===== config.mk =====
export PLATFORM = sky130hd
export DESIGN_NAME = serial_frame_sender
export DESIGN_NICKNAME = d
export VERILOG_FILES = /design/src/rtl/serial_frame_pkg.sv /design/src/rtl/piso_shift_reg.sv /design/src/rtl/serial_frame_sender.sv
export SDC_FILE = /design/constraint.sdc
export NUM_CORES = 1
export LEC_CHECK = 0
export BUFFER_PORTS_ARGS = -buffer_cell sky130_fd_sc_hd__buf_2
export CORE_AREA = 2 2 66 68
export DETAILED_ROUTE_END_ITERATION = 7
export DIE_AREA = 0 0 68 70
export HOLD_SLACK_MARGIN = 0.06
export SYNTH_ARGS = -nofsm -noshare
export SYNTH_HDL_FRONTEND = slang
export SYNTH_SLANG_ARGS = --single-unit

===== constraint.sdc =====
create_clock -name clk -period 3 [get_ports clk]
set_input_delay 0.6 -clock clk [delete_from_list [all_inputs] [get_ports clk]]
set_output_delay 0.6 -clock clk [all_outputs]
set_load 0.05 [all_outputs]

===== src/rtl/serial_frame_pkg.sv =====
// Shared types and defaults for the serial frame transmitter.
// The FSM state type, default frame geometry and small elaboration helpers live here.
package serial_frame_pkg;

  localparam int                    DEF_SEQ_W  = 4;
  localparam logic [DEF_SEQ_W-1:0]  DEF_SEQ    = 4'b1101;
  localparam int                    DEF_LEN_W  = 3;
  localparam int                    DEF_DATA_W = 8;
  localparam int                    DEF_GAP    = 10;

  typedef enum logic [2:0] {
    ST_IDLE,
    ST_SYNC,
    ST_LEN,
    ST_DATA,
    ST_GAP
  } state_e;

  // Line cycles occupied by one frame, excluding the idle gap.
  function automatic int frame_len(input int seq_w, input int len_w, input int len);
    return seq_w + len_w + len;
  endfunction

  function automatic int max_of4(input int a, input int b, input int c, input int d);
    int m;
    m = a;
    if (b > m) m = b;
    if (c > m) m = c;
    if (d > m) m = d;
    return m;
  endfunction

endpackage


===== src/rtl/piso_shift_reg.sv =====
// Parallel-in, serial-out shift register; presents the LSB and shifts toward it.
module piso_shift_reg #(
  parameter int W = 8
) (
  input  logic         clk,
  input  logic         rst,
  input  logic         i_load,
  input  logic [W-1:0] i_data,
  input  logic         i_shift,
  output logic         o_lsb
);

  logic [W-1:0] r_sh;

  always_ff @(posedge clk) begin
    // NOTE: the payload register is cleared on reset so an abandoned frame leaves nothing behind.
    if (!rst) begin
      r_sh <= '0;
    end else if (i_load) begin
      r_sh <= i_data;
    end else if (i_shift) begin
      r_sh <= {1'b0, r_sh[W-1:1]};
    end
  end

  assign o_lsb = r_sh[0];

endmodule


===== src/rtl/serial_frame_sender.sv =====
// Serialises a frame: sync pattern, length field (MSB first), payload (LSB first), idle gap.
// Outputs are registered from the next-state decode, so each bit appears the cycle after its state is entered.
module serial_frame_sender
  import serial_frame_pkg::*;
#(
  parameter int                SEQ_W  = DEF_SEQ_W,
  parameter logic [SEQ_W-1:0]  SEQ    = DEF_SEQ,
  parameter int                LEN_W  = DEF_LEN_W,
  parameter int                DATA_W = DEF_DATA_W,
  parameter int                GAP    = DEF_GAP
) (
  input  logic              clk,
  input  logic              rst,
  input  logic              in_valid,
  output logic              in_ready,
  input  logic [LEN_W-1:0]  in_len,
  input  logic [DATA_W-1:0] in_data,
  output logic              serOut,
  output logic              busy,
  output logic              done
);

  localparam int CNT_W = $clog2(max_of4(SEQ_W, LEN_W, DATA_W, GAP) + 1);

  state_e             r_state;
  state_e             w_state_nxt;
  logic [CNT_W-1:0]   r_cnt;
  logic [CNT_W-1:0]   w_cnt_nxt;
  logic [LEN_W-1:0]   r_len;
  logic               w_accept;
  logic               w_shift;
  logic               w_piso_lsb;
  logic               w_seq_bit;
  logic               w_len_bit;
  logic               w_ser_nxt;
  logic               w_done_nxt;

  assign in_ready = (r_state == ST_IDLE) && rst;
  assign w_accept = in_valid && in_ready;

  // r_cnt holds the index of the bit currently on the line; it counts down to 0 in every state.
  always_comb begin
    // NOTE: defaults first so every path assigns every output and no latch is inferred.
    w_state_nxt = r_state;
    w_cnt_nxt   = r_cnt;
    case (r_state)
      ST_IDLE: begin
        if (w_accept) begin
          w_state_nxt = ST_SYNC;
          w_cnt_nxt   = CNT_W'(SEQ_W - 1);
        end
      end
      ST_SYNC: begin
        if (r_cnt == '0) begin
          w_state_nxt = ST_LEN;
          w_cnt_nxt   = CNT_W'(LEN_W - 1);
        end else begin
          w_cnt_nxt   = r_cnt - 1'b1;
        end
      end
      ST_LEN: begin
        if (r_cnt != '0) begin
          w_cnt_nxt   = r_cnt - 1'b1;
        end else if (r_len != '0) begin
          w_state_nxt = ST_DATA;
          w_cnt_nxt   = CNT_W'(r_len) - CNT_W'(1);
        end else begin
          w_state_nxt = ST_GAP;
          w_cnt_nxt   = CNT_W'(GAP - 1);
        end
      end
      ST_DATA: begin
        if (r_cnt == '0) begin
          w_state_nxt = ST_GAP;
          w_cnt_nxt   = CNT_W'(GAP - 1);
        end else begin
          w_cnt_nxt   = r_cnt - 1'b1;
        end
      end
      ST_GAP: begin
        if (r_cnt == '0) begin
          w_state_nxt = ST_IDLE;
          w_cnt_nxt   = '0;
        end else begin
          w_cnt_nxt   = r_cnt - 1'b1;
        end
      end
      default: begin
        w_state_nxt = ST_IDLE;
        w_cnt_nxt   = '0;
      end
    endcase
  end

  always_comb begin
    w_seq_bit = 1'b0;
    w_len_bit = 1'b0;
    for (int i = 0; i < SEQ_W; i++) begin
      if (w_cnt_nxt == CNT_W'(i)) w_seq_bit = SEQ[i];
    end
    for (int i = 0; i < LEN_W; i++) begin
      if (w_cnt_nxt == CNT_W'(i)) w_len_bit = r_len[i];
    end
  end

  always_comb begin
    w_ser_nxt = 1'b0;
    case (w_state_nxt)
      ST_SYNC: w_ser_nxt = w_seq_bit;
      ST_LEN:  w_ser_nxt = w_len_bit;
      ST_DATA: w_ser_nxt = w_piso_lsb;
      default: w_ser_nxt = 1'b0;
    endcase
  end

  // Each payload bit is consumed as it is registered onto the line.
  assign w_shift    = (w_state_nxt == ST_DATA);
  assign w_done_nxt = (w_state_nxt == ST_GAP) && (r_state != ST_GAP);

  piso_shift_reg #(.W(DATA_W)) u_payload (
    .clk     (clk),
    .rst     (rst),
    .i_load  (w_accept),
    .i_data  (in_data),
    .i_shift (w_shift),
    .o_lsb   (w_piso_lsb)
  );

  always_ff @(posedge clk) begin
    // NOTE: non-blocking assignments so every register samples pre-edge values.
    if (!rst) begin
      r_state <= ST_IDLE;
      r_cnt   <= '0;
      r_len   <= '0;
      serOut  <= 1'b0;
      busy    <= 1'b0;
      done    <= 1'b0;
    end else begin
      r_state <= w_state_nxt;
      r_cnt   <= w_cnt_nxt;
      if (w_accept) r_len <= in_len;
      serOut  <= w_ser_nxt;
      busy    <= (w_state_nxt != ST_IDLE);
      done    <= w_done_nxt;
    end
  end

endmodule


Word-level counts from Yosys, hierarchy flattened
Index checks and enable logic that the tools add are counted.
- reduce and logical (&&, ||, !) cells: 10
- add/subtract/negate cells: 2
- mux-type cells: 24
- eq/ne operators: 12
- operators with widths (kind ; count):
    2-to-1 mux 4 bit ; 6
    one-hot mux 4 bit (5 select lines) ; 1
    2-to-1 mux 3 bit ; 6
    2-to-1 mux 8 bit ; 2
    one-hot mux 3 bit (5 select lines) ; 1
    == test 3 x 2 -> 1 bit (second input constant) ; 4
    == test 4 x 2 -> 1 bit (second input constant) ; 2
    zero test 4 bit ; 2
    2-to-1 mux 1 bit ; 7
    == test 3 x 1 -> 1 bit (second input constant) ; 2
    == test 3 bit (second input constant) ; 2
    nonzero test 3 bit ; 2
    == test 4 x 1 -> 1 bit (second input constant) ; 1
    nonzero test 4 bit ; 1
    subtractor 3 x 1 -> 4 bit (second input constant) ; 1
    subtractor 4 x 1 -> 4 bit (second input constant) ; 1
    logical AND 1 bit ; 3
    zero test 3 bit ; 1
    inequality test 3 bit (second input constant) ; 1
    one-hot mux 1 bit (3 select lines) ; 1
    nonzero test 2 bit ; 1
- logic and storage cells: 55
- register bits: 21
- output and inout port bits: 4
- input port bits: 14

Depth between registers and ports, before layout
- depth after elaboration: 11
- depth in mapped cells: 9
- gate-level depth less buffers: 8

Modules after synthesis
Synthesis repeated with hierarchy kept, for this count alone.
- cells, all modules: 147
- area total of the unflattened synthesis: 1242.4 um^2
- by module, submodules not included (module ; cells each ; area an instance (um^2) ; sequential area each (um^2) ; times used):
    serial_frame_sender ; 112 ; 823.3 ; 260.2 ; 1
    piso_shift_reg ; 35 ; 419.2 ; 160.2 ; 1

Worst setup path after synthesis
No wires, ideal clock.
- path type: flip-flop to flip-flop
- from: register r_cnt[0]
- to: register serOut
- period minus slack after synthesis: 1.924 ns
- slack: 1.076 ns
- path buffers: 0
- arrival: 1.806 ns
- library setup time: 0.119 ns
- stages on the path, launching flop included: 9
- data required time: 2.881 ns
- cells stage by stage: dfxtp_1 -> inv_1 -> ha_1 -> nor3b_4 -> nor4_1 -> or4_1 -> mux2i_1 -> nor4_1 -> o221a_1
- longest elaborated chain between the ends: 9
- elaborated cells on any way between the ends: 29
- classes of those cells: add/sub: 1; eq/ne: 6; mux: 19; reduce/logical: 3
- RTL lines (element ; RTL line ; source):
    start: declaration ; serial_frame_sender.sv:27 ; logic [CNT_W-1:0] r_cnt;
    start signal: assignment ; serial_frame_sender.sv:140 ; r_cnt <= w_cnt_nxt;
    subtractor 4 x 1 -> 4 bit, or another cell as far along ; - ;
    2-to-1 mux 4 bit (on tied branches) ; - ;
    one-hot mux 4 bit (5 select lines) ; serial_frame_sender.sv:46 ; case (r_state)
    zero test 4 bit ; serial_frame_sender.sv:99, serial_frame_sender.sv:102 ;
    2-to-1 mux 1 bit (4 in a row) ; serial_frame_sender.sv:99 ; if (w_cnt_nxt == CNT_W'(i)) w_seq_bit = SEQ[i];
    one-hot mux 1 bit (3 select lines) * ; serial_frame_sender.sv:108 ; case (w_state_nxt)
    end signal: assignment ; serial_frame_sender.sv:142 ; serOut <= w_ser_nxt;
    end: declaration ; serial_frame_sender.sv:18 ; output logic serOut,
Every way passes the cells marked *; elsewhere a longest branch is shown, timed or not.
A chain may end at the register's enable or synchronous reset.

Worst setup path after layout
Ends and elaborated chain as after synthesis.

==> impl_metrics.env <==
export IMPL_synth_top_area_share_pct=35.4
export IMPL_grt_pass1_wl_um=4460
export IMPL_ant_nets=0
export IMPL_die_h_um=70
export IMPL_gr_total_overflow=0
export IMPL_critPathMaxStageDelay_ns=0.45
export IMPL_cp_num_buf_inv=1
export IMPL_groute_usage_overall_pct=12.1
export IMPL_syn2layout_area_growth_pct=12.2
export IMPL_drc=0
export IMPL_met3_length_um=85
export IMPL_die_area_um2=4760
export IMPL_syn_nets=154
export IMPL_cts_sinks=21
export IMPL_rsz0062_at_grt="false"
export IMPL_cp_required_ns=3.21
export IMPL_hold_path_class="reg -> reg"
export IMPL_drive_gt1_share_pct=20.4
export IMPL_status="finished clean"
export IMPL_start_util_pct=28.6
export IMPL_synth_cell_area_um2=1190
export IMPL_critPathKind="reg -> reg"
export IMPL_ir_drop_v=0.000242
export IMPL_critPathArrivalTime_ns=2.44
export IMPL_leakagePower_nw=0.554
export IMPL_synthTopCellsByCount="21 x dfxtp_1, 18 x nor2_1, 10 x nand2_1"
export IMPL_place_gp_congestion=0.832
export IMPL_relSlewSlack_pct=61.9
export IMPL_wl_met2_um=1160
export IMPL_setup_tns_ns=0
export IMPL_yosysMostFrequentCell="dfxtp_1"
export IMPL_ys_seq_area_share_pct=35.4
export IMPL_setup_viol=0
export IMPL_h_tree_depth=1
export IMPL_antenna_cells=0
export IMPL_worst_setup_path_start_kind="flip-flop"
export IMPL_vias=1039
export IMPL_hold_viol_final=0
export IMPL_r2r_slack_ns=0.77
export IMPL_critPathCaptureType="flip-flop"
export IMPL_multi_input_area_um2=697
export IMPL_slowest_stage="or3b_4"
export IMPL_fin_crit_ns=2.23
export IMPL_syn_avg_cell_area_um2=8.53
export IMPL_drv_slew=0
export IMPL_worstMarginPinSlew_ns=0.570
export IMPL_fin_util_pct=32.1
export IMPL_synth_cell_type_count=45
export IMPL_clockRootBuffer="clkbuf_8"
export IMPL_cts_tree="built"
export IMPL_cts_resized_gates=0
export IMPL_grt_pass1_vias=977
export IMPL_ys_seq_elements=21
export IMPL_cp_max_fo=9
export IMPL_synth_top_area_cell="dfxtp_1"
export IMPL_place_hpwl_um=1870
export IMPL_numPortBuffers=17
export IMPL_design_core_area_um2=4140
export IMPL_yosys_most_used_dff="dfxtp_1"
export IMPL_synth_area_top_cells="dfxtp_1 35%, mux2i_1 6.8%, nor2_1 5.7%"
export IMPL_routed_top_layer="met4"
export IMPL_chipWidth_um=68
export IMPL_cp_cell_sequence="inv_1, ha_1, or3b_4, and2_4, o21bai_2, nor2_1, nor3_1, o221a_1"
export IMPL_power_density_nw_per_um2=594
export IMPL_dr_pass1_iters=4
export IMPL_cts_clk_slew_worst_paths_ns=0.08
export IMPL_drt_wl_total_um=2540
export IMPL_fin_crit_sh_pct=74.4
export IMPL_synthArstFlopShare_pct=0
export IMPL_critical_path_top_delay_family="simple AND/OR/NAND/NOR gates"
export IMPL_dpl_cell_area_um2=1290
export IMPL_wl_met1_um=1250
export IMPL_clockBufferDepth=2
export IMPL_ioPinCount=18
export IMPL_holdBufCountCts=0
export IMPL_maxCapViolCount=0
export IMPL_drtIter0Drc=31
export IMPL_skew_ns=0.00110
export IMPL_antenna_found_initial=0
export IMPL_syn_inst=139
export IMPL_fin_area_um2=1330
export IMPL_wl_per_cell_um=12.4
export IMPL_synth_edf_count=0
export IMPL_place_inst=200
export IMPL_layoutNonFillerInstCount=204
export IMPL_rows=24
export IMPL_avgViaCountPerCell=5.09
export IMPL_clk_insertion_delay_late_ns=0.26
export IMPL_fill_cells=453
export IMPL_grt_max_degree=17
export IMPL_cts_setup_buffers=0
export IMPL_nets=168
export IMPL_p_total_mw=0.790
export IMPL_yosysWarnings=0
export IMPL_cts_made_buffers=3
export IMPL_seq_area_um2=420
export IMPL_fmax_ghz=0.448
==> power by group <==
| part | switching (mW) | leakage [nW] | internal (mW) | total [mW] |
|---|---|---|---|---|
| Clock | 0.0952 | 0.0228 | 0.0949 | 0.190 |
| Combinational | 0.155 | 0.359 | 0.108 | 0.263 |
| Sequential | 0.0294 | 0.172 | 0.308 | 0.338 |
| Total | 0.279 | 0.554 | 0.511 | 0.790 |
==> state kept, by name (all words and copies together), names as in the netlist <==
name / count
r_cnt: 4
done: 1
serOut: 1
r_len: 3
r_state: 3
u_payload.r_sh: 8
busy: 1
==> per-layer routing <==
metal,vias to the layer above,track usage (%)
li1,531,-
met1,483,15.9
met2,20,19.2
met3,5,2.90
met4,0,4.00
met5,-,0
==> cell families after synthesis <==
logic type,count (synthesis),synth area share [%]
multiplexers,8,6.75
AND/OR/NAND/NOR,60,28.2
adder cells (fa/ha/maj),1,1.05
flip-flops,21,35.4
AO/OA/AOI/OAI,36,22.8
buffers and inverters,13,5.80
==> worst reg2reg max path, stage by stage, from the launching register on <==
cell and delay (ns):
dfxtp_1 0.33, inv_1 0.07, ha_1 0.25, or3b_4 0.45
and2_4 0.18, o21bai_2 0.43, nor2_1 0.09, nor3_1 0.19
o221a_1 0.19
==> final timing paths <==
| kind | startpoint | endpoint | cells after the start |
|---|---|---|---|
| setup reg to reg | r_cnt[0]$_SDFF_PN0_ | serOut$_SDFF_PN0_ | 8 |
| setup / recovery | r_cnt[0]$_SDFF_PN0_ | serOut$_SDFF_PN0_ | 8 |
| hold reg to reg | u_payload.r_sh[7]$_SDFFE_PN0P_ | u_payload.r_sh[7]$_SDFFE_PN0P_ | 2 |
| hold / removal | u_payload.r_sh[7]$_SDFFE_PN0P_ | u_payload.r_sh[7]$_SDFFE_PN0P_ | 2 |
==> metrics by stage <==
stage                     hold slack [ns]  setup slack (ns)
after floorplan                     0.447              1.08
after global placement              0.463             0.777
after detailed placement            0.466             0.771
after CTS                           0.479             0.763
after global routing                0.511             0.596
final                               0.473             0.769
==> layout by cell type (no fill, tap or decap), drive strengths merged, types with 2 or more instances in the layout <==
cell type	Yosys	routed
dfxtp	21	21
nor2	18	18
buf	4	17
nand2	10	10
mux2i	8	8
nor3	8	8
a21oi	7	7
a211oi	7	7
o21ai	7	7
inv	5	5
nand3	4	4
and2	4	4
clkbuf	4	4
nand2b	2	2
or3b	2	2
nand3b	2	2
and3	2	2
nor4	2	2
nor2b	2	2
nor3b	2	2
o21bai	2	2
o221a	2	2
a21boi	2	2
==> final cells by class <==
class	count	share of cell area, %
repair buffers	17	6.39
well taps	52	4.89
inverters	5	1.41
flip-flops and latches	21	31.6
multi-input cells	105	52.3
clock buffers	4	3.38
Power figures use the tool's default switching activity.
